**src/rtl/video_pointer_ctrl.sv**
```systemverilog
// Hardware pointer: shadowed position/enable regs committed at frame_start,
// per-pixel window compare driving the pointer bitmap address.
// Ports: clk, reset (async, active-high), x/y/visible beam inputs,
//   frame_start pulse, reg_wr/reg_addr/reg_wdata/reg_ack CPU write port,
//   update_pending, pointer_x/pointer_y/pointer_active (registered, 1 clk).
// Option: define POINTER_HOTSPOT_EN to store and apply the hotspot reg (addr 3).
module video_pointer_ctrl #(
  parameter int PTR_BITS = 4
) (
  input  logic                clk,
  input  logic                reset,
  input  logic [15:0]         x,
  input  logic [15:0]         y,
  input  logic                visible,
  input  logic                frame_start,
  input  logic                reg_wr,
  input  logic [1:0]          reg_addr,
  input  logic [15:0]         reg_wdata,
  output logic                reg_ack,
  output logic                update_pending,
  output logic [PTR_BITS:0]   pointer_x,
  output logic [PTR_BITS:0]   pointer_y,
  output logic                pointer_active
);

  typedef enum logic [1:0] {
    IDLE,
    PENDING,
    COMMIT
  } state_t;

  state_t state;

  logic [15:0] sh_x, sh_y, lv_x, lv_y;
  logic        sh_en, lv_en;
  logic [3:0]  hx, hy;

`ifdef POINTER_HOTSPOT_EN
  logic [7:0] sh_hot, lv_hot;
  assign hx = lv_hot[3:0];
  assign hy = lv_hot[7:4];
`else
  assign hx = 4'd0;
  assign hy = 4'd0;
`endif

  logic accept, commit;

  // Writes stall in COMMIT; while an ack is out the request is not resampled.
  assign accept = reg_wr & ~reg_ack & (state != COMMIT);
  // Live regs latch at the frame_start edge, so a write accepted on the
  // same edge lands only in shadow and waits for the next frame.
  assign commit = (state == PENDING) & frame_start;

  always_ff @(posedge clk or posedge reset) begin
    if (reset) begin
      state          <= IDLE;
      reg_ack        <= 1'b0;
      update_pending <= 1'b0;
      sh_x           <= '0;
      sh_y           <= '0;
      sh_en          <= 1'b0;
      lv_x           <= '0;
      lv_y           <= '0;
      lv_en          <= 1'b0;
`ifdef POINTER_HOTSPOT_EN
      sh_hot         <= '0;
      lv_hot         <= '0;
`endif
    end else begin
      reg_ack <= accept;
      if (accept) begin
        case (reg_addr)
          2'd0: sh_x  <= reg_wdata;
          2'd1: sh_y  <= reg_wdata;
          2'd2: sh_en <= reg_wdata[0];
`ifdef POINTER_HOTSPOT_EN
          2'd3: sh_hot <= reg_wdata[7:0];
`endif
          default: ;
        endcase
      end
      if (commit) begin
        lv_x  <= sh_x;
        lv_y  <= sh_y;
        lv_en <= sh_en;
`ifdef POINTER_HOTSPOT_EN
        lv_hot <= sh_hot;
`endif
      end
      if (commit)
        update_pending <= accept;
      else if (accept)
        update_pending <= 1'b1;
      unique case (state)
        IDLE:    if (accept) state <= PENDING;
        PENDING: if (frame_start) state <= COMMIT;
        COMMIT:  state <= update_pending ? PENDING : IDLE;
        default: state <= IDLE;
      endcase
    end
  end

  logic [16:0] ox, oy, dx, dy;
  logic        in_win;

  // 17-bit math keeps a pointer near 0xFFFF from wrapping to x=0.
  always_comb begin
    ox = {1'b0, lv_x} - {13'd0, hx};
    oy = {1'b0, lv_y} - {13'd0, hy};
    dx = {1'b0, x} - ox;
    dy = {1'b0, y} - oy;
    in_win = visible & lv_en
           & ~|dx[16:PTR_BITS]
           & ~|dy[16:PTR_BITS];
  end

  always_ff @(posedge clk or posedge reset) begin
    if (reset) begin
      pointer_active <= 1'b0;
      pointer_x      <= '0;
      pointer_y      <= '0;
    end else begin
      pointer_active <= in_win;
      pointer_x <= in_win ? {1'b0, dx[PTR_BITS-1:0]} : '0;
      pointer_y <= in_win ? {1'b0, dy[PTR_BITS-1:0]} : '0;
    end
  end

endmodule

```
**config.mk**
```make
export PLATFORM = sky130hd
export DESIGN_NAME = video_pointer_ctrl
export DESIGN_NICKNAME = d
export VERILOG_FILES = /design/src/rtl/video_pointer_ctrl.sv
export SDC_FILE = /design/constraint.sdc
export NUM_CORES = 1
export LEC_CHECK = 0
export BUFFER_PORTS_ARGS = -buffer_cell sky130_fd_sc_hd__buf_2
export CAP_MARGIN = 0
export CORE_ASPECT_RATIO = 0.7
export CORE_MARGIN = 2
export CORE_UTILIZATION = 45
export DETAILED_ROUTE_END_ITERATION = 10
export PLACE_DENSITY = 0.75
export SLEW_MARGIN = 20
export SYNTH_ARGS = -nofsm -noshare
export SYNTH_HDL_FRONTEND = slang
export SYNTH_SLANG_ARGS = --single-unit
```
**constraint.sdc**
```tcl
create_clock -name clk -period 3.75 [get_ports clk]
set_input_delay 0.5625 -clock clk [delete_from_list [all_inputs] [get_ports clk]]
set_output_delay 0.5625 -clock clk [all_outputs]
set_load 0.1 [all_outputs]
```
# Word-level counts from Yosys, hierarchy flattened
# Cells that the tools add are included.
# totals
ff_bits	79
in_bits	55
output_inout_bits	13
word_cells	47
# op_classes
n_addsub	2
n_eq_ne	7
n_mux	8
n_bitwise	7
reduce_logical	11
# op_table
op	count
$sub A16 B16 Y17	2
$reduce_or A13 Y1	2
$mux W4	2
$reduce_and A2 Y1	4
$and A1 B1 Y1	6
$ne A2 B2 Y1 const B	3
$pmux W2 S3	1
$eq A2 B1 Y1 const B	2
$eq A2 B2 Y1 const B	2
$logic_not A2 Y1	2
$mux W2	2
$mux W1	3
$logic_not A1 Y1	2
$reduce_bool A2 Y1	1
$not A1 Y1	1

# Logic depth before layout (Yosys ltp)
# Gate-level depths: netlist of the first run.
# depth
word_depth	6
mapped_depth	12
mapped_depth_nobuf	11

# Worst setup path before layout of the first run
# Ideal clock, no wire load.
# synth_timing
kind	input to register
start	input port y[0]
end	register pointer_x[2]
setup_time_ns	0.102
arrival_ns	3.042
t_required_ns	3.648
setup_slack_ns	0.606
stages	12
n_path_buf	1
cell_sequence	inv_1 ha_1 fa_1 and2b_1 o2111ai_1 a21boi_0 o22ai_1 nor4_1 nand4_1 or4_1 buf_2 nor4_1
# synth_between
elab_chain_cells	5
# synth_lines
element	line	rtl
from (decl)	13	input logic [15:0] y,
$sub A16 B16 Y17	112	dy = {1'b0, y} - oy;
$reduce_or A13 Y1	115	& ~|dy[16:PTR_BITS];
$logic_not A1 Y1	115	
$and A1 B1 Y1	115	
$mux W4	125	pointer_x <= in_win ? {1'b0, dx[PTR_BITS-1:0]} : '0;
to (signal assigned)	125	
to (decl)	21	output logic [PTR_BITS:0] pointer_x,
# Every way passes these cells.
# A chain may end at the register's enable or synchronous reset.

# Worst setup path in the final report of the first run
# layout_timing
start	register lv_y[9]
end	register pointer_x[2]
# layout_between
elab_chain_cells	5
# layout_lines
element	line	rtl
from (decl)	34	logic [15:0] sh_x, sh_y, lv_x, lv_y;
from (signal assigned)	85	lv_y <= sh_y;
$sub A16 B16 Y17	112	
$reduce_or A13 Y1	115	
$logic_not A1 Y1	115	
$and A1 B1 Y1	115	
$mux W4	125	
# Every way passes these cells.

==> flow_summary.json, run 1 <==
{
  "synth_cells": 493,
  "routedWlPerCell_um": 16.32,
  "synth-seq-cells": 79,
  "cell_internal_power_dissipation_mw": 2.585,
  "layout_commonest_cell": "sky130_fd_sc_hd__dfrtp_1",
  "total_switching_power_mw": 1.759,
  "ys_seq_area_frac": 0.4188,
  "final_layout_size_suffix_gt1_frac": 0.2343,
  "cts_buffers": 9,
  "critical_path_buf_inv_count": 1,
  "grt.total_usage": 0.2030,
  "diodes_inserted": 0,
  "outcome": "finished clean",
  "dr_total_vias": 3862,
  "synth_compound_gate_area_share": 0.1831,
  "comb_power_share": 0.479,
  "maxSlewHeadroom": 0.3488,
  "rsz0062_at_grt": "false",
  "maxCapViolCount": 0,
  "clock_transition_at_path_regs_ns": 0.06,
  "htree_num_levels": 3,
  "ys_types": 59,
  "vias_per_cell": 5.589,
  "cts_hold_buf": 0,
  "setup_viol_count_final": 0,
  "startpoint_type": "flip-flop",
  "synth_area_leaders": "sky130_fd_sc_hd__dfrtp_1 (42%), sky130_fd_sc_hd__ha_1 (8.7%), sky130_fd_sc_hd__mux2_2 (8.1%), sky130_fd_sc_hd__o21ai_0 (5.2%), sky130_fd_sc_hd__nand2_1 (4.8%)",
  "n_fill_cell": 938,
  "antenna_found_initial": 0,
  "finalWorstPathRequiredPeriod_ns": 3.361,
  "synthAdderAreaFrac": 0.09594,
  "max_freq_mhz": 297.6,
  "finalCritPeriodShare": 0.8962,
  "yosys_most_used_dff": "sky130_fd_sc_hd__dfrtp_1",
  "clock_sinks": 79,
  "grt_max_degree": 80,
  "setup_total_negative_slack_ns": 0,
  "drt_iter0_markers": 240,
  "synth_edf_count": 0,
  "grt_remaining_overflow": 0,
  "die_x_um": 126.4,
  "floorplan.io_pins": 68,
  "holdCritPathClass": "input pin to flip-flop",
  "max_stage_delay_ns": 0.72,
  "final_nets": 644,
  "post_synth.cell_area_avg_um2": 9.576,
  "power_per_cell_area_mw_per_mm2": 795.5,
  "static-leakage-power_nw": 2.540,
  "worstPathArrival_ns": 3.58,
  "drc": 0,
  "core_area_mm2": 0.01028,
  "setup.reg_to_reg.worst_slack_ns": 0.39,
  "ys_async_sr_fraction": 1.000,
  "finalClockSkew_ns": 0.006459,
  "post-synth-top-area-fraction": 0.4188,
  "post-cts-setup-buffers": 0,
  "synth_top_family_by_area": "compound AO/OA/AOI/OAI gates",
  "pwr-share-clk": 0.216,
  "synth_top_area_cell": "sky130_fd_sc_hd__dfrtp_1",
  "start_util": 0.4593,
  "switching_share": 0.4050,
  "fp.dieH_um": 89.70,
  "final_design_area_no_fill_mm2": 0.005460,
  "gp_routability_congestion": 0.9359,
  "std_cell_rows": 31,
  "postRouteWirelength_um": 11280,
  "critical-path-slowest-cell": "sky130_fd_sc_hd__or4_1",
  "clock-root-buffer": "sky130_fd_sc_hd__clkbuf_16",
  "slew_viol_final": 0,
  "pwr-share-seq": 0.305,
  "finalHoldWorstSlack_ns": 0.4674,
  "worst-setup-path-type": "flip-flop to flip-flop",
  "post_cts_resized": 0,
  "ant_nets": 0,
  "critical_path_required_time_ns": 3.97,
  "endpoint_kind": "flip-flop",
  "worst_pin_slew_ns": 0.9738,
  "max-clock-path-buffers": 2,
  "synth_warnings": 0,
  "dp_hpwl_um": 8391,
  "tritoncts": "built",
  "crit_family": "simple AND/OR/NAND/NOR gates",
  "synthMuxAreaShare": 0.08322,
  "grt_pass1_vias": 3543,
  "drtPass1Iterations": 5,
  "dieArea_mm2": 0.01134,
  "clkLatencyLatePin_ns": 0.34,
  "synth_simple_gate_area_frac": 0.1421,
  "syn-cell-area_mm2": 0.004721,
  "timing_hold_violations_final": 0,
  "first_pass_grt_wire_length_um": 17670,
  "area_delta_synth_final_pct": 15.66,
  "cell_area_reported_after_detailed_placement_mm2": 0.005140,
  "cp_cell_sequence": "inv_1 -> ha_1 -> a21oi_1 -> o22ai_1 -> a311oi_1 -> o211ai_1 -> nor4b_2 -> nand4_1 -> or4_1 -> nor4_1",
  "port_buffers": 65,
  "final_cell_mix": "sky130_fd_sc_hd__dfrtp_1 (79), sky130_fd_sc_hd__buf_2 (65), sky130_fd_sc_hd__nand2_1 (60), sky130_fd_sc_hd__o21ai_0 (49), sky130_fd_sc_hd__inv_1 (43)",
  "post_synth_xor_area_fraction": 0.01855,
  "critical_path.max_fanout": 9,
  "ir_drop_v": 0.0003666
}
==> area by class of cell <==
type	count	area, um2	area share
clock inverters	6	91.34	0.01673
inverters	45	168.9	0.03093
clock buffers	10	229.0	0.04193
multi-input cells	351	2481	0.4544
well taps	132	165.2	0.03025
flip-flops and latches	79	1977	0.3621
repair buffers	68	347.8	0.06370
==> flip-flops by register name (all words and copies together), names as in the netlist, 2 cells and up <==
register and flops:
lv_x 16, lv_y 16, pointer_x 4, pointer_y 4, sh_x 16, sh_y 16, state 2
==> cell families (layout without fill, tap and decap cells) <==
family                     after synthesis  after routing
muxes                                   35             35
other                                    1              2
and+or+nand+nor                        133            133
AOI/OAI and AO/OA                      136            136
adders and majority gates               35             35
buffers and inverters                   64            129
DFF                                     79             79
xor gates and xnor gates                10             10
==> layer usage <==
metal / routed length (um) / GRT usage / share of wire / vias up
met5: 0 / 0 / 0 / -
met4: 151 / 0.05794 / 0.013 / 0
met3: 869 / 0.05450 / 0.077 / 14
met2: 4585 / 0.2873 / 0.41 / 136
met1: 5669 / 0.3051 / 0.50 / 1840
li1: - / - / - / 1872
==> cells in the mapped netlist, types with 3 or more instances <==
master                       n
sky130_fd_sc_hd__o31ai_1     3
sky130_fd_sc_hd__o211ai_1    6
sky130_fd_sc_hd__nor3_1      5
sky130_fd_sc_hd__o21a_1      8
sky130_fd_sc_hd__nor2_1     19
sky130_fd_sc_hd__xor2_1      5
sky130_fd_sc_hd__xnor2_1     5
sky130_fd_sc_hd__nand2b_1    7
sky130_fd_sc_hd__nand2_1    60
sky130_fd_sc_hd__a31oi_1     5
sky130_fd_sc_hd__nor4_1      8
sky130_fd_sc_hd__buf_1       3
sky130_fd_sc_hd__nand3_1     3
sky130_fd_sc_hd__mux2_2     34
sky130_fd_sc_hd__clkbuf_1    7
sky130_fd_sc_hd__a21o_1      7
sky130_fd_sc_hd__nand3b_1    5
sky130_fd_sc_hd__inv_1      44
sky130_fd_sc_hd__a211o_1     5
sky130_fd_sc_hd__dfrtp_1    79
sky130_fd_sc_hd__o22ai_1     3
sky130_fd_sc_hd__nand4_1     7
sky130_fd_sc_hd__buf_2       4
sky130_fd_sc_hd__buf_4       3
sky130_fd_sc_hd__o21ai_0    49
sky130_fd_sc_hd__a21oi_2     3
sky130_fd_sc_hd__ha_1       33
sky130_fd_sc_hd__a21oi_1    28
sky130_fd_sc_hd__o2111ai_1   3
==> power by group through the flow <==
stage,Clock (mW),Sequential (mW),Combinational (mW)
2_1_floorplan,0,1.34,1.55
3_3_place_gp,0,1.32,1.99
3_5_place_dp,0,1.34,2.02
4_1_cts,0.962,1.32,2.05
5_1_grt,0.990,1.36,2.29
6_report,0.939,1.32,2.08
==> stage by stage <==
step                power (mW)  setup WS [ns]  utilization  instances
floorplan                2.893         0.6056            -        494
global placement         3.307         0.2998       0.5001        675
detailed placement       3.357         0.1502       0.5001        675
CTS                      4.334         0.4228       0.5312        691
global route             4.641         0.1822       0.5312        691
finish                   4.344         0.3892       0.5312        691
==> final timing paths <==
check	startpoint	depth (start not counted)	end
worst min register to register	sh_en	2	lv_en
max in group asynchronous	reset	3	lv_y[13]
worst max register to register	lv_y[9]	10	pointer_x[2]
worst min-delay path	reg_wdata[13]	2	sh_y[13]
min in group asynchronous	reset	3	sh_y[4]
worst max-delay path	lv_y[9]	10	pointer_x[2]
No activity file was read; power rests on OpenSTA's default activity.
==> run 2: changes to the inputs <==
CTS_BUF_LIST = sky130_fd_sc_hd__clkbuf_4   (was unset)
==> flow_summary.json, run 2 (same netlist as run 1, synthesis figures left out) <==
{
  "outcome": "finished clean",
  "worst_pin_slew_ns": 0.9742,
  "pwr-share-clk": 0.151,
  "worstRegToRegCells": 10,
  "pwr-share-seq": 0.330,
  "grt.total_usage": 0.2005,
  "final_design_area_no_fill_mm2": 0.005306,
  "dp_hpwl_um": 8391,
  "switching_share": 0.4314,
  "worst-setup-path-type": "flip-flop to flip-flop",
  "startpoint_type": "flip-flop",
  "start_util": 0.4593,
  "routedWlPerCell_um": 16.26,
  "setup.reg_to_reg.worst_slack_ns": 0.38,
  "setup_total_negative_slack_ns": 0,
  "ir_drop_v": 0.0002763,
  "std_cell_rows": 31,
  "comb_power_share": 0.519,
  "worst-path-stages": 10,
  "grt_remaining_overflow": 0,
  "core_area_mm2": 0.01028,
  "drt_iter0_markers": 241,
  "critical_path.max_fanout": 9,
  "clock_sinks": 79,
  "final_cell_mix": "sky130_fd_sc_hd__dfrtp_1 (79), sky130_fd_sc_hd__buf_2 (65), sky130_fd_sc_hd__nand2_1 (60), sky130_fd_sc_hd__o21ai_0 (49), sky130_fd_sc_hd__inv_1 (43)",
  "setup_viol_count_final": 0,
  "setup_slack_ns": 0.3756,
  "postRouteWirelength_um": 11240,
  "timing.critical_path.mode_cell": "sky130_fd_sc_hd__nor4_1",
  "diodes_inserted": 0,
  "antenna_found_initial": 0,
  "report.power.total_mw": 3.999,
  "area_delta_synth_final_pct": 12.40,
  "die_x_um": 126.4,
  "critical_path_required_time_ns": 4.08,
  "cp_cell_sequence": "ha_1 -> fa_1 -> and2b_1 -> o2111ai_1 -> a21boi_0 -> o22ai_1 -> nor4_1 -> nand4_1 -> or4_1 -> nor4_1",
  "maxSlewHeadroom": 0.3486,
  "max_stage_delay_ns": 0.73,
  "port_buffers": 65,
  "final_nets": 644,
  "fp.dieH_um": 89.70,
  "seqCellArea_mm2": 0.001977,
  "critical-path-slowest-cell": "sky130_fd_sc_hd__or4_1",
  "tritoncts": "built",
  "vias_per_cell": 5.601,
  "power_per_cell_area_mw_per_mm2": 753.7,
  "post-cts-setup-buffers": 0,
  "cts_buffers": 9,
  "max-clock-path-buffers": 2,
  "endpoint_kind": "flip-flop",
  "maxCapViolCount": 0,
  "htree_num_levels": 3,
  "finalCritPeriodShare": 0.8999,
  "post_cts_resized": 0,
  "clock_transition_at_path_regs_ns": 0.14,
  "dr_total_vias": 3870,
  "total_switching_power_mw": 1.725,
  "n_fill_cell": 955,
  "cell_area_reported_after_detailed_placement_mm2": 0.005140,
  "rsz0062_at_grt": "false",
  "drtPass1Iterations": 5,
  "clkLatencyLatePin_ns": 0.45,
  "slew_viol_final": 0,
  "holdCritPathClass": "input pin to flip-flop",
  "grt_pass1_vias": 3473,
  "floorplan.io_pins": 68,
  "grt_max_degree": 80,
  "critical_path_buf_inv_count": 0,
  "static-leakage-power_nw": 2.474,
  "gp_routability_congestion": 0.9359,
  "final_layout_size_suffix_gt1_frac": 0.2361,
  "regToRegStartpoint": "lv_y[0]",
  "area_used_by_multi_input_combinational_logic_mm2": 0.002481,
  "preCtsSetupSlack_ns": 0.1502,
  "drc": 0,
  "first_pass_grt_wire_length_um": 17460,
  "timing_hold_violations_final": 0,
  "r2r_end": "pointer_x[2]",
  "dieArea_mm2": 0.01134,
  "ant_nets": 0,
  "clock-root-buffer": "sky130_fd_sc_hd__clkbuf_4",
  "cts_hold_buf": 0,
  "crit_family": "simple AND/OR/NAND/NOR gates",
  "finalClockSkew_ns": 0.01859,
  "min_from": "reg_wdata[13]",
  "finalWorstPathRequiredPeriod_ns": 3.374,
  "max_freq_mhz": 296.3,
  "min_to": "sh_y[13]",
  "layout_commonest_cell": "sky130_fd_sc_hd__dfrtp_1",
  "min_delay_path_depth": 2,
  "worstPathArrival_ns": 3.70,
  "cell_internal_power_dissipation_mw": 2.274
}
[run 2: per-stage QoR]
| step | util | std cells | hold WS [ns] |
|---|---|---|---|
| 3_3_place_gp | 0.5001 | 675 | 0.4477 |
| 6_report | 0.5163 | 691 | 0.3435 |
| 5_1_grt | 0.5163 | 691 | 0.3351 |
| 4_1_cts | 0.5163 | 691 | 0.3281 |
| 2_1_floorplan | - | 494 | 0.4331 |
| 3_5_place_dp | 0.5001 | 675 | 0.4588 |
[run 2: final cells by class]
cell class | instances | share of cell area
well taps | 132 | 0.03112
repair buffers | 68 | 0.06555
clock inverters | 6 | 0.01721
clock buffers | 10 | 0.01415
multi-input cells | 351 | 0.4676
inverters | 45 | 0.03183
flip-flops and latches | 79 | 0.3726
[run 2: per-layer routing]
layer	wire, um	share of wire	GRT usage
met3	888	0.079	0.05213
met2	4567	0.41	0.2790
met1	5659	0.50	0.3069
met5	0	0	0
met4	122	0.011	0.05495
[run 2: worst max path at each step]
stage | startpoint | endpoint | slack [ns]
2_1_floorplan | y[0] | pointer_x[2] | 0.61
3_3_place_gp | y[0] | pointer_x[3] | 0.30
3_5_place_dp | y[0] | pointer_x[2] | 0.15
4_1_cts | lv_y[0] | pointer_x[2] | 0.41
5_1_grt | lv_y[0] | pointer_x[3] | 0.17
6_report | lv_y[0] | pointer_x[2] | 0.38
[run 2: power groups by stage]
stage | Clock, mW | Sequential (mW) | Combinational (mW)
2_1_floorplan | 0 | 1.34 | 1.55
3_3_place_gp | 0 | 1.32 | 1.99
3_5_place_dp | 0 | 1.34 | 2.02
4_1_cts | 0.614 | 1.32 | 2.04
5_1_grt | 0.649 | 1.35 | 2.28
6_report | 0.603 | 1.32 | 2.08
